**src/rtl/fft_frame_sequencer_if.sv**
```systemverilog
// Sample-memory ownership and framing bus between the frame sequencer and the
// AXI-stream buffers / FFT core. The master modport is the sequencer side.
interface fft_frame_sequencer_if #(
  parameter int MEM_ADDR_WDT = 12
);
  logic                    cfg_en;
  logic                    ld_word_vld;
  logic                    ld_tlast;
  logic                    ld_grant;
  logic [MEM_ADDR_WDT-1:0] ld_wr_addr;
  logic                    fft_start;
  logic                    fft_done;
  logic                    ul_grant;
  logic [MEM_ADDR_WDT-1:0] ul_rd_addr;
  logic                    ul_word_rdy;
  logic                    ul_last;
  logic [1:0]              mem_owner;
  logic [15:0]             frame_cnt;
  logic                    err_tlast;
  logic                    err_timeout;
  logic                    err_clr;

  modport master (
    input  cfg_en, ld_word_vld, ld_tlast, fft_done, ul_word_rdy, err_clr,
    output ld_grant, ld_wr_addr, fft_start, ul_grant, ul_rd_addr, ul_last,
           mem_owner, frame_cnt, err_tlast, err_timeout
  );

  modport slave (
    output cfg_en, ld_word_vld, ld_tlast, fft_done, ul_word_rdy, err_clr,
    input  ld_grant, ld_wr_addr, fft_start, ul_grant, ul_rd_addr, ul_last,
           mem_owner, frame_cnt, err_tlast, err_timeout
  );
endinterface

```
**src/rtl/fft_frame_sequencer.sv**
```systemverilog
// Frame controller: LOAD -> COMPUTE -> UNLOAD ownership of the FFT sample memory.
// Optional COMPUTE watchdog and ERR state enabled by defining FFT_SEQ_TIMEOUT_EN.
module fft_frame_sequencer #(
  parameter int MEM_ADDR_WDT = 12,
  parameter int MEM_DEPTH    = 4096,
  parameter int UL_BASE_ADDR = 0,
  parameter int TIMEOUT_CYC  = 65536
) (
  input  logic                  clk,
  input  logic                  rst,
  fft_frame_sequencer_if.master bus
);

  localparam logic [2:0] IDLE    = 3'd0;
  localparam logic [2:0] LOAD    = 3'd1;
  localparam logic [2:0] COMPUTE = 3'd2;
  localparam logic [2:0] UNLOAD  = 3'd3;
`ifdef FFT_SEQ_TIMEOUT_EN
  localparam logic [2:0] ERR     = 3'd4;
`endif

  localparam logic [MEM_ADDR_WDT-1:0] ADDR_ONE     = MEM_ADDR_WDT'(1);
  localparam logic [MEM_ADDR_WDT-1:0] LD_LAST_ADDR = MEM_ADDR_WDT'(MEM_DEPTH - 1);
  localparam logic [MEM_ADDR_WDT-1:0] UL_BASE      = MEM_ADDR_WDT'(UL_BASE_ADDR);
  localparam logic [MEM_ADDR_WDT-1:0] UL_LAST_ADDR = MEM_ADDR_WDT'(UL_BASE_ADDR + MEM_DEPTH - 1);

  logic [2:0]              state_reg, state_next;
  logic [MEM_ADDR_WDT-1:0] ld_addr_reg, ld_addr_next;
  logic [MEM_ADDR_WDT-1:0] ul_addr_reg, ul_addr_next;
  logic [15:0]             frame_cnt_reg, frame_cnt_next;
  logic                    start_reg, start_next;
  logic                    err_tlast_reg, err_tlast_next;
  logic                    set_tlast_err;
  logic                    at_ul_last;

`ifdef FFT_SEQ_TIMEOUT_EN
  localparam int TO_WDT = (TIMEOUT_CYC > 2) ? $clog2(TIMEOUT_CYC) : 1;
  localparam logic [TO_WDT-1:0] TO_LAST = TO_WDT'(TIMEOUT_CYC - 1);

  logic [TO_WDT-1:0] to_cnt_reg, to_cnt_next;
  logic              err_to_reg, err_to_next;
  logic              set_to_err;
`else
  logic unused_timeout_cfg;
  assign unused_timeout_cfg = (TIMEOUT_CYC == 0);
`endif

  assign at_ul_last = (ul_addr_reg == UL_LAST_ADDR);

  always_comb begin
    state_next     = state_reg;
    ld_addr_next   = ld_addr_reg;
    ul_addr_next   = ul_addr_reg;
    frame_cnt_next = frame_cnt_reg;
    start_next     = 1'b0;
    set_tlast_err  = 1'b0;
`ifdef FFT_SEQ_TIMEOUT_EN
    set_to_err     = 1'b0;
`endif
    case (state_reg)
      IDLE: begin
        if (bus.cfg_en) begin
          state_next   = LOAD;
          ld_addr_next = '0;
        end
      end
      LOAD: begin
        if (bus.ld_word_vld) begin
          if (ld_addr_reg == LD_LAST_ADDR) begin
            // Missing TLAST on the final word is flagged but the frame still runs.
            state_next    = COMPUTE;
            start_next    = 1'b1;
            ld_addr_next  = '0;
            set_tlast_err = !bus.ld_tlast;
          end else if (bus.ld_tlast) begin
            // Short frame: drop it and restart filling from address 0.
            ld_addr_next  = '0;
            set_tlast_err = 1'b1;
          end else begin
            ld_addr_next  = ld_addr_reg + ADDR_ONE;
          end
        end
      end
      COMPUTE: begin
        if (bus.fft_done) begin
          state_next   = UNLOAD;
          ul_addr_next = UL_BASE;
        end
`ifdef FFT_SEQ_TIMEOUT_EN
        else if (to_cnt_reg == TO_LAST) begin
          state_next = ERR;
          set_to_err = 1'b1;
        end
`endif
      end
      UNLOAD: begin
        if (bus.ul_word_rdy) begin
          ul_addr_next = ul_addr_reg + ADDR_ONE;
          if (at_ul_last) begin
            frame_cnt_next = frame_cnt_reg + 16'd1;
            ld_addr_next   = '0;
            state_next     = bus.cfg_en ? LOAD : IDLE;
          end
        end
      end
`ifdef FFT_SEQ_TIMEOUT_EN
      ERR: begin
        if (bus.err_clr) begin
          state_next = IDLE;
        end
      end
`endif
      default: state_next = IDLE;
    endcase
  end

  // A clear in the same cycle as a new error wins.
  assign err_tlast_next = bus.err_clr ? 1'b0 : (set_tlast_err | err_tlast_reg);

  always_ff @(posedge clk or posedge rst) begin
    if (rst) begin
      state_reg     <= IDLE;
      ld_addr_reg   <= '0;
      ul_addr_reg   <= UL_BASE;
      frame_cnt_reg <= '0;
      start_reg     <= 1'b0;
      err_tlast_reg <= 1'b0;
    end else begin
      state_reg     <= state_next;
      ld_addr_reg   <= ld_addr_next;
      ul_addr_reg   <= ul_addr_next;
      frame_cnt_reg <= frame_cnt_next;
      start_reg     <= start_next;
      err_tlast_reg <= err_tlast_next;
    end
  end

`ifdef FFT_SEQ_TIMEOUT_EN
  // Counter is zero on COMPUTE entry and counts every COMPUTE cycle.
  assign to_cnt_next = (state_reg == COMPUTE) ? to_cnt_reg + TO_WDT'(1) : '0;
  assign err_to_next = bus.err_clr ? 1'b0 : (set_to_err | err_to_reg);

  always_ff @(posedge clk or posedge rst) begin
    if (rst) begin
      to_cnt_reg <= '0;
      err_to_reg <= 1'b0;
    end else begin
      to_cnt_reg <= to_cnt_next;
      err_to_reg <= err_to_next;
    end
  end

  assign bus.err_timeout = err_to_reg;
`else
  assign bus.err_timeout = 1'b0;
`endif

  always_comb begin
    case (state_reg)
      LOAD:    bus.mem_owner = 2'b01;
      COMPUTE: bus.mem_owner = 2'b10;
      UNLOAD:  bus.mem_owner = 2'b11;
      default: bus.mem_owner = 2'b00;
    endcase
  end

  assign bus.ld_grant   = (state_reg == LOAD);
  assign bus.ul_grant   = (state_reg == UNLOAD);
  assign bus.ul_last    = (state_reg == UNLOAD) && at_ul_last;
  assign bus.ld_wr_addr = ld_addr_reg;
  assign bus.ul_rd_addr = ul_addr_reg;
  assign bus.fft_start  = start_reg;
  assign bus.frame_cnt  = frame_cnt_reg;
  assign bus.err_tlast  = err_tlast_reg;

endmodule

```
**src/flat_wrapper.sv**
```systemverilog
// flat-port wrapper written by rule: the top's interface ports become plain ports
module fft_frame_sequencer_flat 
#(
  parameter int MEM_ADDR_WDT = 12,
  parameter int MEM_DEPTH    = 4096,
  parameter int UL_BASE_ADDR = 0,
  parameter int TIMEOUT_CYC  = 65536
)
  (clk, rst, bus_cfg_en, bus_ld_word_vld, bus_ld_tlast, bus_fft_done, bus_ul_word_rdy, bus_err_clr, bus_ld_grant, bus_ld_wr_addr, bus_fft_start, bus_ul_grant, bus_ul_rd_addr, bus_ul_last, bus_mem_owner, bus_frame_cnt, bus_err_tlast, bus_err_timeout);
  fft_frame_sequencer_if #(.MEM_ADDR_WDT(MEM_ADDR_WDT)) bus_i ();
  input  logic clk;
  input  logic rst;
  input wire logic [$bits(bus_i.cfg_en)-1:0] bus_cfg_en;
  input wire logic [$bits(bus_i.ld_word_vld)-1:0] bus_ld_word_vld;
  input wire logic [$bits(bus_i.ld_tlast)-1:0] bus_ld_tlast;
  input wire logic [$bits(bus_i.fft_done)-1:0] bus_fft_done;
  input wire logic [$bits(bus_i.ul_word_rdy)-1:0] bus_ul_word_rdy;
  input wire logic [$bits(bus_i.err_clr)-1:0] bus_err_clr;
  output wire logic [$bits(bus_i.ld_grant)-1:0] bus_ld_grant;
  output wire logic [$bits(bus_i.ld_wr_addr)-1:0] bus_ld_wr_addr;
  output wire logic [$bits(bus_i.fft_start)-1:0] bus_fft_start;
  output wire logic [$bits(bus_i.ul_grant)-1:0] bus_ul_grant;
  output wire logic [$bits(bus_i.ul_rd_addr)-1:0] bus_ul_rd_addr;
  output wire logic [$bits(bus_i.ul_last)-1:0] bus_ul_last;
  output wire logic [$bits(bus_i.mem_owner)-1:0] bus_mem_owner;
  output wire logic [$bits(bus_i.frame_cnt)-1:0] bus_frame_cnt;
  output wire logic [$bits(bus_i.err_tlast)-1:0] bus_err_tlast;
  output wire logic [$bits(bus_i.err_timeout)-1:0] bus_err_timeout;
  assign bus_i.cfg_en = bus_cfg_en;
  assign bus_i.ld_word_vld = bus_ld_word_vld;
  assign bus_i.ld_tlast = bus_ld_tlast;
  assign bus_i.fft_done = bus_fft_done;
  assign bus_i.ul_word_rdy = bus_ul_word_rdy;
  assign bus_i.err_clr = bus_err_clr;
  assign bus_ld_grant = bus_i.ld_grant;
  assign bus_ld_wr_addr = bus_i.ld_wr_addr;
  assign bus_fft_start = bus_i.fft_start;
  assign bus_ul_grant = bus_i.ul_grant;
  assign bus_ul_rd_addr = bus_i.ul_rd_addr;
  assign bus_ul_last = bus_i.ul_last;
  assign bus_mem_owner = bus_i.mem_owner;
  assign bus_frame_cnt = bus_i.frame_cnt;
  assign bus_err_tlast = bus_i.err_tlast;
  assign bus_err_timeout = bus_i.err_timeout;
  fft_frame_sequencer #(.MEM_ADDR_WDT(MEM_ADDR_WDT), .MEM_DEPTH(MEM_DEPTH), .UL_BASE_ADDR(UL_BASE_ADDR), .TIMEOUT_CYC(TIMEOUT_CYC)) u_core (.clk(clk), .rst(rst), .bus(bus_i));
endmodule
```
**config.mk**
```make
export PLATFORM = sky130hd
export DESIGN_NAME = fft_frame_sequencer_flat
export DESIGN_NICKNAME = d
export VERILOG_FILES = /design/src/rtl/fft_frame_sequencer_if.sv /design/src/rtl/fft_frame_sequencer.sv /design/src/flat_wrapper.sv
export SDC_FILE = /design/constraint.sdc
export NUM_CORES = 1
export LEC_CHECK = 0
export CAP_MARGIN = 10
export CORE_UTILIZATION = 40
export CTS_CLUSTER_DIAMETER = 50
export CTS_CLUSTER_SIZE = 25
export DETAILED_ROUTE_END_ITERATION = 16
export GPL_TIMING_DRIVEN = 0
export PLACE_DENSITY = 0.62
export SKIP_CTS_REPAIR_TIMING = 1
export SLEW_MARGIN = 20
export SYNTH_ARGS = -nofsm -noshare
export SYNTH_HDL_FRONTEND = slang
export SYNTH_SLANG_ARGS = --single-unit
```
**constraint.sdc**
```tcl
create_clock -name clk -period 3.01 [get_ports clk]
set_input_delay 0.301 -clock clk [delete_from_list [all_inputs] [get_ports clk]]
set_output_delay 0.301 -clock clk [all_outputs]
set_load 0.02 [all_outputs]
```
==> results of run 1 <==
-- synth_stat cells, types with 8 or more instances --
cell type,count
dfrtp_1,44
ha_1,8
inv_1,11
nand2_1,23
nand3_1,17
nand4_1,8
nor2_1,23
nor3_1,9
o21ai_0,18
xnor2_1,11
xor2_1,8
-- worst max-delay path, cell delays in order, from the launching register on --
cell and delay (ns):
dfrtp_1 0.41, ha_1 0.30, and3_1 0.19, clkbuf_1 0.27
and3_1 0.27, clkdlybuf4s50_1 0.62
-- layout by cell type, fill, tap and decap left out, types with 2 or more instances in the layout --
master	n
buf_4	2
inv_1	10
clkbuf_8	6
nand4_1	8
clkinvlp_4	2
clkbuf_1	5
a21o_1	2
a211oi_1	2
nor4_1	4
mux2i_1	3
and3_1	7
o41ai_2	2
a311oi_1	2
nand2_1	23
xor2_1	8
nand2b_1	4
a21oi_1	2
clkbuf_2	2
xnor2_1	11
nand3_1	17
o31ai_1	5
dfrtp_1	44
nor3b_1	2
nor3_1	9
o21ai_1	4
o21ai_0	18
a21boi_0	2
ha_1	8
a22o_1	5
nor2_1	23
clkdlybuf4s50_1	54
-- cell type report --
cell class	instances	area [um2]	share of cell area [%]
Buffer	10	55.1	1.71
Clock buffer	6	82.6	2.56
Clock inverter	2	15.0	0.465
Inverter	11	41.3	1.28
Multi-Input combinational cell	192	1280	39.6
Sequential cell	44	1100	34.1
Tap cell	75	93.8	2.91
Timing Repair Buffer	55	561	17.4
-- routing by layer --
layer / up-vias / part of all wire (%) / global-route usage, %
met1: 998 / 49 / 26.9
met3: 7 / 3.2 / 3.41
met4: 0 / 1.5 / 6.96
li1: 1047 / - / -
met5: - / 0 / 0
met2: 41 / 46 / 29.3
-- logic make-up (layout without fill, tap and decap cells) --
logic type / Yosys count / in the layout / share of synthesized area, %
flip-flops: 44 / 44 / 44.5
AO/OA/AOI/OAI: 53 / 53 / 16.0
buffers and inverters: 21 / 84 / 3.79
other: 1 / 1 / 0.152
XOR/XNOR: 19 / 19 / 6.73
AND/OR/NAND/NOR: 106 / 106 / 22.5
multiplexers: 5 / 5 / 2.28
adder cells (fa/ha/maj): 8 / 8 / 4.05
-- per-stage QoR --
stage	hold slack, ns	cell area [um2]	std cells
after detailed placement	0.462	3130	387
after CTS	0.249	3230	395
after floorplan	0.367	2470	257
final	0.242	3230	395
after global placement	0.458	3110	386
after global routing	0.286	3230	395
-- path summary, 6_finish.rpt --
check                                                       end  slack [ns]                                  from  cells after the start
max in group asynchronous  u_core.bus.ul_rd_addr[0]$_DFFE_PP0P_        2.30                                   rst                      3
hold / removal             u_core.bus.ul_rd_addr[9]$_DFFE_PP0P_        0.24                                   rst                      2
setup reg to reg                u_core.state_reg[1]$_DFFE_PP0P_        0.48  u_core.bus.ld_wr_addr[0]$_DFFE_PP0P_                      5
hold reg to reg            u_core.bus.frame_cnt[15]$_DFFE_PP0P_        0.47  u_core.bus.frame_cnt[15]$_DFFE_PP0P_                      1
setup / recovery                                    bus_ul_last        0.36       u_core.state_reg[1]$_DFFE_PP0P_                      5
min in group clk           u_core.bus.frame_cnt[15]$_DFFE_PP0P_        0.47  u_core.bus.frame_cnt[15]$_DFFE_PP0P_                      1
-- power groups by stage --
| stage | logic, mW | clock network (mW) | registers, mW |
|---|---|---|---|
| final | 0.0776 | 0.402 | 0.604 |
| after global routing | 0.0870 | 0.437 | 0.605 |
| after CTS | 0.0794 | 0.412 | 0.604 |
| after detailed placement | 0.0793 | 0 | 0.615 |
| after global placement | 0.0755 | 0 | 0.615 |
| after floorplan | 0.0366 | 0 | 0.621 |
==> results.sh, run 1 <==
export IMPL_p_seq_share_pct=55.7
export IMPL_path_clk_slew_ns=0.09
export IMPL_tightestPinTransition_ns=0.637
export IMPL_fin_skew_ns=0.0102
export IMPL_syn_area_per_cell_um2=9.62
export IMPL_power_density_nw_per_um2=335
export IMPL_antenna_found_initial=0
export IMPL_htreeDepth=2
export IMPL_drc=0
export IMPL_crit_type="register to primary output"
export IMPL_synth_cell_types=49
export IMPL_pre_cts_ws_ns=0.373
export IMPL_gp_congestion=0.799
export IMPL_die_x_um=80.6
export IMPL_drv_slew=0
export IMPL_clock_latency_ns=0.31
export IMPL_ys_seq_area_share_pct=44.5
export IMPL_ant_nets=0
export IMPL_rows=28
export IMPL_drive_above_1_share_pct=8.44
export IMPL_synth_top_area_share_pct=44.5
export IMPL_dr_total_vias=2093
export IMPL_cts_buffer_depth=2
export IMPL_vdd_ir_drop_max_mv=0.199
export IMPL_crit_arrival_ns=2.35
export IMPL_fin_tns_setup_ns=0
export IMPL_grt_pass1_vias=1932
export IMPL_utilization_pct=54.2
export IMPL_hold_viol=0
export IMPL_via_per_inst=5.30
export IMPL_syn_to_final_growth_pct=30.5
export IMPL_start_util_pct=41.5
export IMPL_antennaDiodeCount=0
export IMPL_swShare_pct=24.6
export IMPL_syn_nets=273
export IMPL_fmax_mhz=377
export IMPL_combPwrFrac_pct=7.2
export IMPL_synth_warnings=0
export IMPL_cts_buffers=5
export IMPL_wl_um=5520
export IMPL_cts_root_buf="clkbuf_8"
export IMPL_critPathLaunchType="register"
export IMPL_finalCriticalPeriod_ns=2.65
export IMPL_yosys_area_top_type="dfrtp_1"
export IMPL_die_area_um2=6500
export IMPL_n_fill_cell=578
export IMPL_setup_viol=0
export IMPL_finalNetCount=335
export IMPL_core_um2=5960
export IMPL_synth_edf_count=0
export IMPL_clock_sinks=44
export IMPL_end_kind="primary output"
export IMPL_maxCapViolCount=0
export IMPL_ys_ff_latch=44
export IMPL_io_pins=56
export IMPL_firstDrtPassIters=4
export IMPL_netlist_area_um2=2470
export IMPL_cts_tree="built"
export IMPL_io_buffers=54
export IMPL_largest_reg_flops=16
export IMPL_p_leak_nw=1.39
export IMPL_chipHeight_um=80.6
export IMPL_crit_required_ns=2.71
export IMPL_async_flop_share_pct=100
export IMPL_rsz0062_at_grt="no"
export IMPL_intPower_mw=0.816
export IMPL_status="finished, final reports clean"
export IMPL_power_switching_mw=0.267
export IMPL_synth_main_ff_cell="dfrtp_1"
export IMPL_synth_area_leaders="dfrtp_1 45%, ha_1 4.0%, xnor2_1 3.9%, o21ai_0 3.6%, nand2_1 3.5%"
export IMPL_worstPathMaxFanout=8
export IMPL_total_power_mw=1.08
export IMPL_grt_usage_pct=19.2
export IMPL_gr_total_overflow=0
export IMPL_wire_per_inst_um=14.0
export IMPL_drt_iter0_markers=82
export IMPL_synthCells=257
export IMPL_grt_max_degree=33
export IMPL_clkPwrFrac_pct=37.1
export IMPL_hpwl_um=4090
export IMPL_post_route_period_util_pct=88.1
export IMPL_relSlewSlack_pct=57.1
export IMPL_min_delay_path_class="primary input to asynchronous set/reset pin"
export IMPL_grt_pass1_wl_um=9470
export IMPL_setup_slack_ns=0.359
(Power assumes the default switching activity.)
==> inputs of run 2 (changes only) <==
--- a/config.mk
+++ b/config.mk
@@ -12,6 +12,7 @@
 export DETAILED_ROUTE_END_ITERATION = 16
 export GPL_TIMING_DRIVEN = 0
 export PLACE_DENSITY = 0.62
+export SETUP_SLACK_MARGIN = 0.05
 export SKIP_CTS_REPAIR_TIMING = 1
 export SLEW_MARGIN = 20
 export SYNTH_ARGS = -nofsm -noshare
==> results of run 2 <==
Same layout as run 1: the final DEF is identical, and so are final timing and power.
